==> src/rtl/reram_prog_verify_ctrl.sv <==
// Program-and-verify sequencer for the ReRAM macro command port: turns single-bit
// read/write requests into read, SET and RESET commands with optional verify and retry.
module reram_prog_verify_ctrl #(
  parameter int ADDR_W      = 10,
  parameter int MAX_RETRY   = 3,
  parameter int SETTLE_CYC  = 4,
  parameter int TIMEOUT_CYC = 255
) (
  input  logic              wb_clk_i,
  input  logic              wb_rst_i,
  input  logic              req_valid,
  output logic              req_ready,
  input  logic [1:0]        req_op,
  input  logic [ADDR_W-1:0] req_addr,
  input  logic              req_bit,
  output logic              busy_o,
  output logic              done_o,
  output logic [1:0]        done_status,
  output logic              done_rdata,
  output logic [3:0]        done_tries,
  output logic              mac_cmd_valid,
  input  logic              mac_cmd_ready,
  output logic [1:0]        mac_cmd_op,
  output logic [ADDR_W-1:0] mac_cmd_addr,
  input  logic              mac_rsp_valid,
  input  logic              mac_rsp_data
);

  typedef enum logic [2:0] {
    IDLE, RD_CMD, RD_WAIT, PULSE_CMD, PULSE_WAIT, SETTLE, DONE
  } state_t;

  localparam logic [1:0] OP_RD  = 2'b00;
  localparam logic [1:0] OP_SET = 2'b01;
  localparam logic [1:0] OP_RST = 2'b10;

  localparam logic [1:0] ST_OK   = 2'b00;
  localparam logic [1:0] ST_FAIL = 2'b01;
  localparam logic [1:0] ST_TO   = 2'b10;

  localparam logic [3:0] RETRY_MAX   = 4'(MAX_RETRY);
  localparam logic [7:0] SETTLE_LAST = 8'(SETTLE_CYC - 1);
  localparam logic [7:0] TO_LAST     = 8'(TIMEOUT_CYC - 1);

  state_t            state, state_next;
  logic [1:0]        op_q;
  logic [ADDR_W-1:0] addr_q;
  logic              bit_q;
  logic [3:0]        tries;
  logic [7:0]        settle_cnt;
  logic [7:0]        to_cnt;
  logic              rdata_q, rdata_new;
  logic [1:0]        status_next;
  logic              load_done;
  logic              verify;
  logic              to_expired;
  logic              accept;
  logic              cmd_entry;

  // Only op 01 verifies; reserved op 11 behaves as a plain read.
  assign verify     = (op_q == 2'b01);
  assign to_expired = (to_cnt >= TO_LAST);
  assign accept     = (state == IDLE) && req_valid;
  assign cmd_entry  = (state_next != state) &&
                      ((state_next == RD_CMD) || (state_next == PULSE_CMD));

  always_comb begin
    state_next  = state;
    status_next = ST_OK;
    load_done   = 1'b0;
    rdata_new   = rdata_q;
    case (state)
      IDLE: begin
        if (req_valid) state_next = (req_op == 2'b10) ? PULSE_CMD : RD_CMD;
      end
      RD_CMD: begin
        if (mac_cmd_ready) begin
          state_next = RD_WAIT;
        end else if (to_expired) begin
          state_next  = DONE;
          status_next = ST_TO;
          load_done   = 1'b1;
        end
      end
      RD_WAIT: begin
        // A response arriving on the expiry cycle takes priority over the timeout.
        if (mac_rsp_valid) begin
          rdata_new = mac_rsp_data;
          if (!verify || (mac_rsp_data == bit_q)) begin
            state_next = DONE;
            load_done  = 1'b1;
          end else if (tries >= RETRY_MAX) begin
            state_next  = DONE;
            status_next = ST_FAIL;
            load_done   = 1'b1;
          end else begin
            state_next = PULSE_CMD;
          end
        end else if (to_expired) begin
          state_next  = DONE;
          status_next = ST_TO;
          load_done   = 1'b1;
        end
      end
      PULSE_CMD: begin
        if (mac_cmd_ready) begin
          state_next = PULSE_WAIT;
        end else if (to_expired) begin
          state_next  = DONE;
          status_next = ST_TO;
          load_done   = 1'b1;
        end
      end
      PULSE_WAIT: begin
        if (mac_rsp_valid) begin
          if (verify) begin
            state_next = SETTLE;
          end else begin
            state_next = DONE;
            load_done  = 1'b1;
          end
        end else if (to_expired) begin
          state_next  = DONE;
          status_next = ST_TO;
          load_done   = 1'b1;
        end
      end
      SETTLE: begin
        if (settle_cnt >= SETTLE_LAST) state_next = RD_CMD;
      end
      DONE:    state_next = IDLE;
      default: state_next = IDLE;
    endcase
  end

  always_ff @(posedge wb_clk_i) begin
    if (wb_rst_i) begin
      state       <= IDLE;
      op_q        <= 2'b00;
      addr_q      <= '0;
      bit_q       <= 1'b0;
      tries       <= 4'd0;
      settle_cnt  <= 8'd0;
      to_cnt      <= 8'd0;
      rdata_q     <= 1'b0;
      done_status <= ST_OK;
      done_rdata  <= 1'b0;
      done_tries  <= 4'd0;
    end else begin
      state   <= state_next;
      rdata_q <= rdata_new;
      if (accept) begin
        op_q   <= req_op;
        addr_q <= req_addr;
        bit_q  <= req_bit;
        tries  <= 4'd0;
      end else if ((state == PULSE_CMD) && mac_cmd_ready && (tries != 4'd15)) begin
        tries <= tries + 4'd1;
      end
      settle_cnt <= (state == SETTLE) ? settle_cnt + 8'd1 : 8'd0;
      // One budget covers a command phase together with its response wait.
      if (cmd_entry) begin
        to_cnt <= 8'd0;
      end else if (((state == RD_CMD) || (state == RD_WAIT) ||
                    (state == PULSE_CMD) || (state == PULSE_WAIT)) && (to_cnt != 8'hFF)) begin
        to_cnt <= to_cnt + 8'd1;
      end
      if (load_done) begin
        done_status <= status_next;
        done_rdata  <= rdata_new;
        done_tries  <= tries;
      end
    end
  end

  assign req_ready     = (state == IDLE);
  assign busy_o        = (state != IDLE);
  assign done_o        = (state == DONE);
  assign mac_cmd_valid = (state == RD_CMD) || (state == PULSE_CMD);
  assign mac_cmd_op    = (state == PULSE_CMD) ? (bit_q ? OP_SET : OP_RST) : OP_RD;
  assign mac_cmd_addr  = addr_q;

endmodule

==> config.mk <==
export PLATFORM = sky130hd
export DESIGN_NAME = reram_prog_verify_ctrl
export DESIGN_NICKNAME = d
export VERILOG_FILES = /design/src/rtl/reram_prog_verify_ctrl.sv
export SDC_FILE = /design/constraint.sdc
export NUM_CORES = 1
export LEC_CHECK = 0
export ABC_CLOCK_PERIOD_IN_PS = 2790
export CORE_ASPECT_RATIO = 1.1
export CORE_MARGIN = 2
export CORE_UTILIZATION = 55
export DETAILED_ROUTE_END_ITERATION = 6
export PLACE_DENSITY = 0.85
export SLEW_MARGIN = 10
export SYNTH_ARGS = -nofsm -noshare
export SYNTH_HDL_FRONTEND = slang
export SYNTH_SLANG_ARGS = --single-unit
==> constraint.sdc <==
create_clock -name wb_clk_i -period 2.79 [get_ports wb_clk_i]
set_input_delay 0.6975 -clock wb_clk_i [delete_from_list [all_inputs] [get_ports wb_clk_i]]
set_output_delay 0.6975 -clock wb_clk_i [all_outputs]
set_load 0.005 [all_outputs]
* Word-level counts from Yosys, hierarchy flattened
Index checks and enable logic that the tools add are counted.
** Word-level totals
- Register bits after elaboration :: 44
- Input port bits :: 19
- Logic and storage cells :: 81
** Cells by class
- Add/subtract/negate cells :: 3
- Magnitude comparators :: 3
- Equality and inequality tests :: 14
- Multiplexer cells :: 31
- Bitwise logic cells :: 1
- Reductions and logical operators :: 18
** Operator list (number)
- $mux 3 :: 9
- $pmux 3 s6 :: 1
- $add 8x1->8 const B :: 2
- $mux 2 :: 8
- $mux 1 :: 11
- $eq 3x2->1 const B :: 3
- $eq 3x3->1 const B :: 3
- $ge 8x2->1 const B :: 1
- $ge 8x8->1 const B :: 1
- $ne 8x8->1 const B :: 1
- $reduce_or 2->1 :: 4
- $eq 3x1->1 const B :: 2
- $logic_or 1x1->1 :: 6
- $pmux 2 s3 :: 1
- $logic_and 1x1->1 :: 5
- $add 4x1->4 const B :: 1
- $ge 4x2->1 const B :: 1
- $ne 4x4->1 const B :: 1
- $logic_not 3->1 :: 1
- $ne 3x3->1 :: 1
- $pmux 1 s3 :: 1
- $reduce_bool 3->1 :: 1
- $eq 2x1->1 const B :: 1
- $eq 2x2->1 const B :: 1
- other kinds (3) :: 3

* Logic depth before layout (Yosys ltp)
Gate-level depths: netlist of the first run.
- Depth after elaboration :: 10
- Gate-level depth with buffers :: 8

* Worst setup path after synthesis of the first run
OpenSTA, ideal clock, no wires.
- Kind :: input to register
- From :: input port mac_rsp_data
- To :: register done_rdata
- Arrival time :: 1.791 ns
- Path slack :: 0.877 ns
- Cell stages on the path :: 6
- Path buffers :: 1
- Cell sequence :: xnor2_1 -> nor3b_2 -> nor4b_1 -> o21a_1 -> buf_6 -> mux2_4
** Between the ends
- Cells in the longest elaborated chain, start to end :: 5
- Elaborated cells on any way between the ends :: 7
- Those cells by class :: 1 x eq/ne; 5 x mux; 1 x reduce/logical
** Ends and longest elaborated chain
- start, declared :: line 26 : input logic mac_rsp_data
- $eq 1x1->1 :: line 89 : if (!verify || (mac_rsp_data == bit_q)) begin
- $logic_or 1x1->1 :: line 89
- $mux 1 :: line 89
- $mux 1 :: line 87 : if (mac_rsp_valid) begin
- $pmux 1 s3 :: line 72 : case (state)
- end signal, assigned :: line 170 : done_rdata <= rdata_new;
- end, declared :: line 19 : output logic done_rdata,
Parallel ways exist; a longest one is shown, timed or not.
A chain may end at the register's enable or synchronous reset.

* Worst setup path after layout of the first run
- From :: register state[0]
- To :: output port mac_cmd_op[1]
** Between the ends
- Cells in the longest elaborated chain, start to end :: 2
** Ends and longest elaborated chain
- start, declared :: line 45 : state_t state, state_next;
- start signal, assigned :: line 150 : state <= state_next;
- $eq 3x2->1 :: line 180 : assign mac_cmd_op = (state == PULSE_CMD) ? (bit_q ? OP_SET : OP_RST) : OP_RD;
- $mux 2 :: line 180
- end, declared :: line 23 : output logic [1:0] mac_cmd_op,
No other way between the ends.

==> results.md, run 1 <==
- The flow ran to the end, and the final reports show no timing, DRC or antenna violations.
- From synthesis to final layout, the design area changed by 25.0%.
- STA puts the critical path data arrival time at 1.82 ns.
- Entering global routing, the biggest net connects 32 pins.
- Synthesis inferred 44 register bits.
- The core footprint is 3650 sq um.
- After the flow finishes, the layout carries non-filler instances totaling 339.
- Of all nets on the critical path, the largest fanout is 14.
- The endpoint type of the worst setup path is a primary output.
- Once the floorplan was initialized, standard cells occupied 57.8% of the core.
- The post-CTS clock slew at the launch and capture registers of the worst setup and hold paths is 0.08 ns.
- Together, buffers and inverters on the worst path number 1.
- Summed over its instances, the top area cell type makes up 41.7% of the synthesized netlist area.
- The critical path in this run is classified as reg2out.
- Clock skew on the completed layout was measured at 0.00745 ns.
- Clock latency on the worst-skew pair, taken at its later pin, is 0.29 ns.
- The worst hold path belongs to the class reg2reg.
- The number of post-CTS setup repair buffers is 0.
- The worst path needs 2.52 ns of the cycle, external delays included.
- The all-layer global routing usage is 20.6%.
- The post-synthesis net count is 273.
- IR analysis of the VDD net gives a maximum drop of 0.000386 V.
- The die area is 4350 sq um.
- The register area share after synthesis is 41.7%.
- The part of the total power dissipated in combinational logic is 18.3%.
- The number of standard cells after synthesis is 250.
- The initial antenna violation count is 0.
- Setup repair after global routing left no endpoint under its margin.
- The routed wirelength normalized by instance count is 12.4 um.
- Gates resized during post-CTS repair numbered 0.
- TritonCTS built the clock tree.
- The count of nets left with antenna violations after detail routing is 0.
- The net total in the final layout is 311.
- The number of failing hold endpoints at the final stage was 0.
- Clock tree synthesis found a total of 44 sinks.
- The internal power of the cells is 1.06 mW.
- The cell chosen for the clock root is sky130_fd_sc_hd__clkbuf_8.
- The remaining max-slew budget at the tightest pin is 60.6%.
- The number of enable-type register cells in the synthesized netlist is 0.
- The transition time at the pin with the least slew margin is 0.590 ns.
- The die width is 63.1 um.
- The proportion of power drawn by flip-flops and latches is 48.5%.
- The first detailed-routing pass ran for 4 iterations.
- The fraction of registers with async set/reset is 0%.
- The top achievable clock speed is 396 MHz.
- The floorplan step set the die height to 69.0 um.
- The violation count after the first detailed-route iteration is 120.
- The routed design has 4.21 mm of wire.
- Setup violations remaining at the end of the flow were counted as 0.
- Averaged over all synthesized cells, the footprint is 8.45 sq um.
- Among all stages on the critical path, the largest delay is contributed by sky130_fd_sc_hd__dfxtp_1.
- Summing all non-filler instances in the final layout gives an area of 2640 sq um.
- Port buffering added 41 buffers.
- The number of max-slew violations in the final report is 0.
- The number of hold-repair buffers added at the cts stage is 0.
- The analysis attributes to net switching a power of 372 uW.
- The routability congestion estimate from global placement is 0.921.
- The maximum single-stage delay on the critical path is 0.59 ns.
- The data required time at the worst endpoint is 2.09 ns.
- The power density over cell area is 541 nW/um^2.
- Counting distinct cell types in the post-synthesis netlist gives 50.
- By area the synthesized netlist is led by sky130_fd_sc_hd__dfxtp_1 42%, sky130_fd_sc_hd__nand2_1 6.4%, sky130_fd_sc_hd__a21oi_1 4.7%, sky130_fd_sc_hd__xnor2_1 4.1%, sky130_fd_sc_hd__nor2_1 4.1%.
- Including well taps, the total number of placed cells is 331.
- In this run the core area contains 23 standard-cell rows.
- The fraction of final layout cells sized beyond drive strength 1 is 6.57%.
- The clock tree synthesis step divided the H-tree into 2 levels.
- The number of diodes added for antenna fixing is 0.
- 42 I/O pins were placed.
- The most area-hungry cell type in the Yosys netlist is sky130_fd_sc_hd__dfxtp_1.
- The cell family with the largest share of critical-path delay is flip-flops.
- Clock tree synthesis inserted a total of 5 buffers.
- For this run, the number of Yosys warnings is 0.
- The max-capacitance violation count is 0.
- The most common cell in the synthesized netlist is sky130_fd_sc_hd__dfxtp_1.
- Dividing the final minimum period by the clock period gives 90.4%.
- The total half-perimeter wirelength after legalization and detailed placement is 3.10 mm.
- The number of global-route vias before repair is 1,760.
- Walking the worst path, the cells encountered are and3b_1 > nor2b_1 > clkdlybuf4s50_1.
- The critical path startpoint category is a register.
- The first-pass GRT wire length is 7.35 mm.
- The switching part of the total power is 26.0%.
- The main flop type after synthesis is sky130_fd_sc_hd__dfxtp_1.
- In this run, the clock network consumes 33.2% of the power.
- The maximum clock path buffer count is 2.
- The number of remaining DRC errors is 0.
- The ratio of routed vias to standard cells is 5.35.
- Counting the fill cells in the layout gives 315.
- The cell leakage power is 0.918 nW.
- After synthesis, the most frequently instantiated cells are 44 x sky130_fd_sc_hd__dfxtp_1, 36 x sky130_fd_sc_hd__nand2_1, 23 x sky130_fd_sc_hd__nor2_1.
- The sum of overflow across all layers after global routing is 0.
- The count of vias placed by the detailed router is 1,812.
- In this run the cell area of the synthesized design comes to 2110 sq um.
- Adding up every negative setup slack in the final design gives 0 ns.
- The placed instances occupy a cell area of 2530 sq um.
flip-flops by register name, summed over array words and instances, names as in the netlist:
register	cells
done_rdata	1
mac_cmd_addr	10
state	3
tries	4
rdata_q	1
op_q	2
to_cnt	8
done_tries	4
settle_cnt	8
bit_q	1
done_status	2
routing by layer:
metal	global-route usage, %	part of all wire, %	vias up
met2	37.0	49	46
met3	6.69	6.5	6
li1	-	-	929
met5	0	0	-
met1	22.5	43	831
met4	6.91	1.4	0
power groups by stage:
stage          sequential [mW]  combinational (mW)  clock (mW)
2_1_floorplan            0.694               0.177           0
3_3_place_gp             0.706               0.260           0
3_5_place_dp             0.707               0.262           0
4_1_cts                  0.692               0.265       0.489
5_1_grt                  0.699               0.291       0.514
6_report                 0.693               0.262       0.475
worst register-to-register path, delay by kind of cell (launching register included):
| family | cells | cell delay [ns] |
|---|---|---|
| flops | 1 | 0.59 |
| simple gates | 2 | 0.51 |
| buf+inv | 1 | 0.17 |
| mux | 1 | 0.18 |
| compound gates | 2 | 0.32 |
through the flow:
step                      hold WS (ns)  worst slack (ns)  util, %  power [mW]
after floorplan                  0.418             0.877        -       0.872
after global placement           0.431             0.398     69.3       0.966
after detailed placement         0.448             0.330     69.3       0.970
after CTS                        0.459             0.253     72.3        1.45
after global routing             0.480             0.128     72.3        1.50
final                            0.456             0.268     72.3        1.43
final cells by class:
cell class                 count  area [sq um]  share of cell area (%)
sequential                    44           881                    33.3
timing repair buffer          43           425                    16.1
inverter                       5          18.8                   0.711
multi-input combinational    189          1150                    43.4
clock buffer                   6          72.6                    2.75
tap                           50          62.6                    2.37
clock inverter                 2          35.0                    1.33
final timing paths:
kind / start / end / slack [ns] / cells past startpoint
worst max-delay path: state[0] / mac_cmd_op[1] / 0.27 / 3
worst min-delay path: mac_cmd_addr[5] / mac_cmd_addr[5] / 0.46 / 2
worst max register to register: state[0] / done_tries[0] / 0.96 / 6
worst min register to register: mac_cmd_addr[5] / mac_cmd_addr[5] / 0.46 / 2
cells in the final DEF, fill, tap and decap left out, drive strengths merged, types with 3 or more instances in the layout:
master / instances
xor2: 6
ha: 4
clkdlybuf4s50: 41
nor3: 9
o21ai: 4
and2b: 3
dfxtp: 44
nor2b: 5
xnor2: 10
mux2i: 5
nand3: 9
nand2: 36
nand2b: 13
nand4: 4
nor3b: 3
nor2: 24
nand3b: 3
a21oi: 20
inv: 5
and2: 4
clkbuf: 6
and3: 4
cell families (layout without fill, tap and decap cells):
logic type      after synthesis  in the layout  share of synthesized area, %
buf+inv                      17             56                          4.08
xor+xnor                     16             16                          6.63
fa+ha+maj                     4              4                          2.37
compound gates               39             39                          11.6
flops                        44             44                          41.7
simple gates                124            124                          30.5
mux                           6              6                          3.08
(Power assumes the default switching activity.)
==> inputs of run 2 (changes only) <==
--- a/config.mk
+++ b/config.mk
@@ -10,7 +10,7 @@
 export CORE_MARGIN = 2
 export CORE_UTILIZATION = 55
 export DETAILED_ROUTE_END_ITERATION = 6
-export PLACE_DENSITY = 0.85
+export PLACE_DENSITY = 0.84
 export SLEW_MARGIN = 10
 export SYNTH_ARGS = -nofsm -noshare
 export SYNTH_HDL_FRONTEND = slang
==> run 2 against run 1 <==
- setup slack worse by 0.048 ns
- combinational power about the same
- total power fell by 4.4%
- register-to-register slack lost 0.04 ns
- non-clock buffer count rose by 1
- clock-buffer cell count increased by 2
- sequential share of layout area increased by 0.13 points
- die area did not move
- critical path depth unchanged
- largest cell class unchanged
- largest power group unchanged
==> results.md, run 2 (synthesis results as in run 1) <==
- The run finished with clean final reports.
- The peak fanout along the critical path was 14 (unchanged).
- The count of instances resized after the clock tree is built is 0 (unchanged).
- The switching part of the total power is 27.2% (+1.2 points).
- The final-report setup violation count is 0 (unchanged).
- The violation count after the first detailed-route iteration is 113 (-5.8%).
- The total power after layout is 1.37 mW (-4.4%).
- The cell chosen for the clock root is sky130_fd_sc_hd__clkbuf_8.
- The total buffers and inverters traversed by the critical path is 1 (unchanged).
- The starting density of the core is 57.8% (unchanged).
- The final routed wirelength across all metal layers was 4.36 mm (+3.4%).
- The share of the core filled with cells in the final layout is 72.0% (-0.27 points).
- The count of nets left with antenna violations after detail routing came to 0 (unchanged).
- The remaining max-slew budget at the tightest pin was 57.4% (-3.2 points).
- The transition time at the pin with the least slew margin is 0.638 ns (+0.0480 ns).
- The cell leakage power is 0.913 nW (-0.53%).
- The time the final worst path needs with I/O delays and setup is 2.57 ns (+0.0478 ns).
- The TritonCTS buffer count is 5 (unchanged).
- The post-CTS clock slew at the launch and capture registers of the worst setup and hold paths is 0.08 ns (about the same).
- The post-route cell area was 2630 sq um (-0.38%).
- The sum of overflow across all layers after global routing is 0 (unchanged).
- Setup repair after global routing left no endpoint under its margin.
- The placed standard-cell area is 2540 sq um (+0.30%).
- The worst hold path begins at settle_cnt[0].
- The library cells used most frequently in the layout, excluding fill and tap cells, are 44 x sky130_fd_sc_hd__dfxtp_1, 41 x sky130_fd_sc_hd__clkdlybuf4s50_1, 36 x sky130_fd_sc_hd__nand2_1.
- TritonCTS built the clock tree.
- The routed wirelength normalized by instance count is 12.8 um (+3.1%).
- The endpoint type of the worst setup path is a primary output.
- The vertical extent of the die is 69.0 um (unchanged).
- The met3 track utilization from global routing is 5.71% (-0.98 points).
- The worst setup skew after layout is 0.00534 ns (-0.00211 ns).
- The proportion of power drawn by flip-flops and latches is 50.7% (+2.2 points).
- The core footprint is 3650 sq um (unchanged).
- The top achievable clock speed was 389 MHz (-1.9%).
- The ratio of routed vias to standard cells is 5.39 (+0.75%).
- The most common cell after layout, fill and taps aside is sky130_fd_sc_hd__dfxtp_1.
- The met2 usage is 36.1% (-0.95 points).
- The all-layer global routing usage is 21.2% (+0.65 points).
- The critical path startpoint category is a register.
- The global-route met1 utilization is 24.5% (+1.9 points).
- The sum of negative setup slack is 0 ns (unchanged).
- The largest individual stage delay along the critical path comes from the cell sky130_fd_sc_hd__dfxtp_1.
- The fraction of final layout cells sized beyond drive strength 1 is 6.55% (-0.023 points).
- The later-pin clock latency in the skew report is 0.30 ns (about the same).
- The maximum clock path buffer count is 2 (unchanged).
- The cell family with the largest share of critical-path delay is flip-flops.
- The routability congestion estimate from global placement is 0.921 (about the same).
- The maximum single-stage delay on the critical path was 0.61 ns (+0.02 ns).
- The critical path goes through and3b_1 > nor2b_1 > clkdlybuf4s50_1.
- The internal power of the cells is 995 uW (-5.9%).
- The number of detailed-route iterations in the first pass is 5 (+1).
- In this run the most used layer during global routing was met2.
- The count of vias placed by the detailed router came to 1,831 (+1.0%).
- The class of the tightest hold or removal check is reg2reg.
- The pin count of the biggest net entering global routing is 23 (-28%).
- The part of the total power dissipated in combinational logic came to 19.2% (+0.9 points).
- The number of global-route vias before repair was 1,841 (+4.6%).
- The site row count was 23 (unchanged).
- The most critical setup path has its startpoint at state[0].
- The die width is 63.1 um (unchanged).
- The initial antenna violation count is 0 (unchanged).
- The number of buffer cells added on primary ports came to 41 (unchanged).
- The arrival time reported for the critical path endpoint came to 1.87 ns (+0.05 ns).
- The total number of H-tree levels is 2 (unchanged).
- The power density over cell area is 520 nW/um^2 (-4.0%).
- The die area is 4350 sq um (unchanged).
- The setup path with the least slack is of type reg2out.
- The max-capacitance violation count is 0 (unchanged).
- The number of diodes added for antenna fixing came to 0 (unchanged).
- The number of remaining DRC errors is 0 (unchanged).
- The total half-perimeter wirelength after legalization and detailed placement is 3.14 mm (+1.3%).
- The data required time at the worst endpoint is 2.09 ns (about the same).
- The post-route fraction of the period consumed by the critical path is 92.1% (+1.7 points).
- The least setup slack across all paths after layout is 0.220 ns (-0.0478 ns).
- The number of post-CTS setup repair buffers is 0 (unchanged).
- The worst register-to-register path begins at state[0].
- The maximum vdd ir drop is 0.000383 V (-0.88%).
- The total clock sinks came to 44 (unchanged).
- The I/O pin total is 42 (unchanged).
- The relative area change from synthesis to final layout is 24.5%.
- The clock network fraction of design power is 30.0% (-3.2 points).
- The total net switching power came to 372 uW (about the same).
- The number of failing hold endpoints at the final stage was 0 (unchanged).
- The first-pass GRT wire length came to 7.60 mm (+3.4%).
- The worst slack at placement is 0.323 ns (-0.00749 ns).
- The number of hold-repair buffers added at the cts stage came to 0 (unchanged).
- The number of flip-flops in the largest register is 10 (unchanged).
- The net total in the final layout was 312 (+0.32%).
- The number of max-slew violations in the final report is 0 (unchanged).
## run 2: changes by cell type in the layout (fill, tap and decap cells not counted)
cell,previous run,this run
sky130_fd_sc_hd__clkbuf_8,5,6
sky130_fd_sc_hd__clkinv_2,1,0
sky130_fd_sc_hd__bufinv_16,1,0
sky130_fd_sc_hd__buf_4,2,3
sky130_fd_sc_hd__clkbuf_1,1,2
## run 2: metal layers
metal  routed length, um  up-vias
met5                   0        -
met4                  58        0
met3                 260        5
met2                2170       46
met1                1870      853
li1                    -      927
## run 2: final cells by class
type | count | area (sq um)
timing repair buffer | 44 | 433
sequential | 44 | 881
fill | 309 | 1020
tap | 50 | 62.6
multi-input combinational | 189 | 1150
inverter | 5 | 18.8
clock buffer | 8 | 90.1
## run 2: per-stage QoR
step | hold WS [ns] | cells
floorplan | 0.418 | 250
global placement | 0.433 | 332
detailed placement | 0.444 | 332
CTS | 0.458 | 340
global route | 0.481 | 340
finish | 0.451 | 340
## run 2: worst paths after layout
kind                            cells past startpoint               to  slack [ns]
worst max register to register                      5  mac_cmd_addr[3]        0.92
worst min-delay path                                1    settle_cnt[0]        0.45
worst min register to register                      1    settle_cnt[0]        0.45
worst max-delay path                                3    mac_cmd_op[1]        0.22
## run 2: worst reg2reg max path, delay by kind of cell (launching register included)
family                 cells  cell delay (ns)
AND/OR/NAND/NOR            3             1.09
flip-flops                 1             0.46
AO/OA/AOI/OAI              1             0.16
buffers and inverters      1             0.09
## run 2: power by group through the flow
stage          Clock (mW)  Combinational, mW  Sequential [mW]
3_5_place_dp            0              0.264            0.708
2_1_floorplan           0              0.177            0.694
5_1_grt             0.440              0.294            0.700
4_1_cts             0.420              0.265            0.693
3_3_place_gp            0              0.260            0.707
6_report            0.411              0.263            0.694
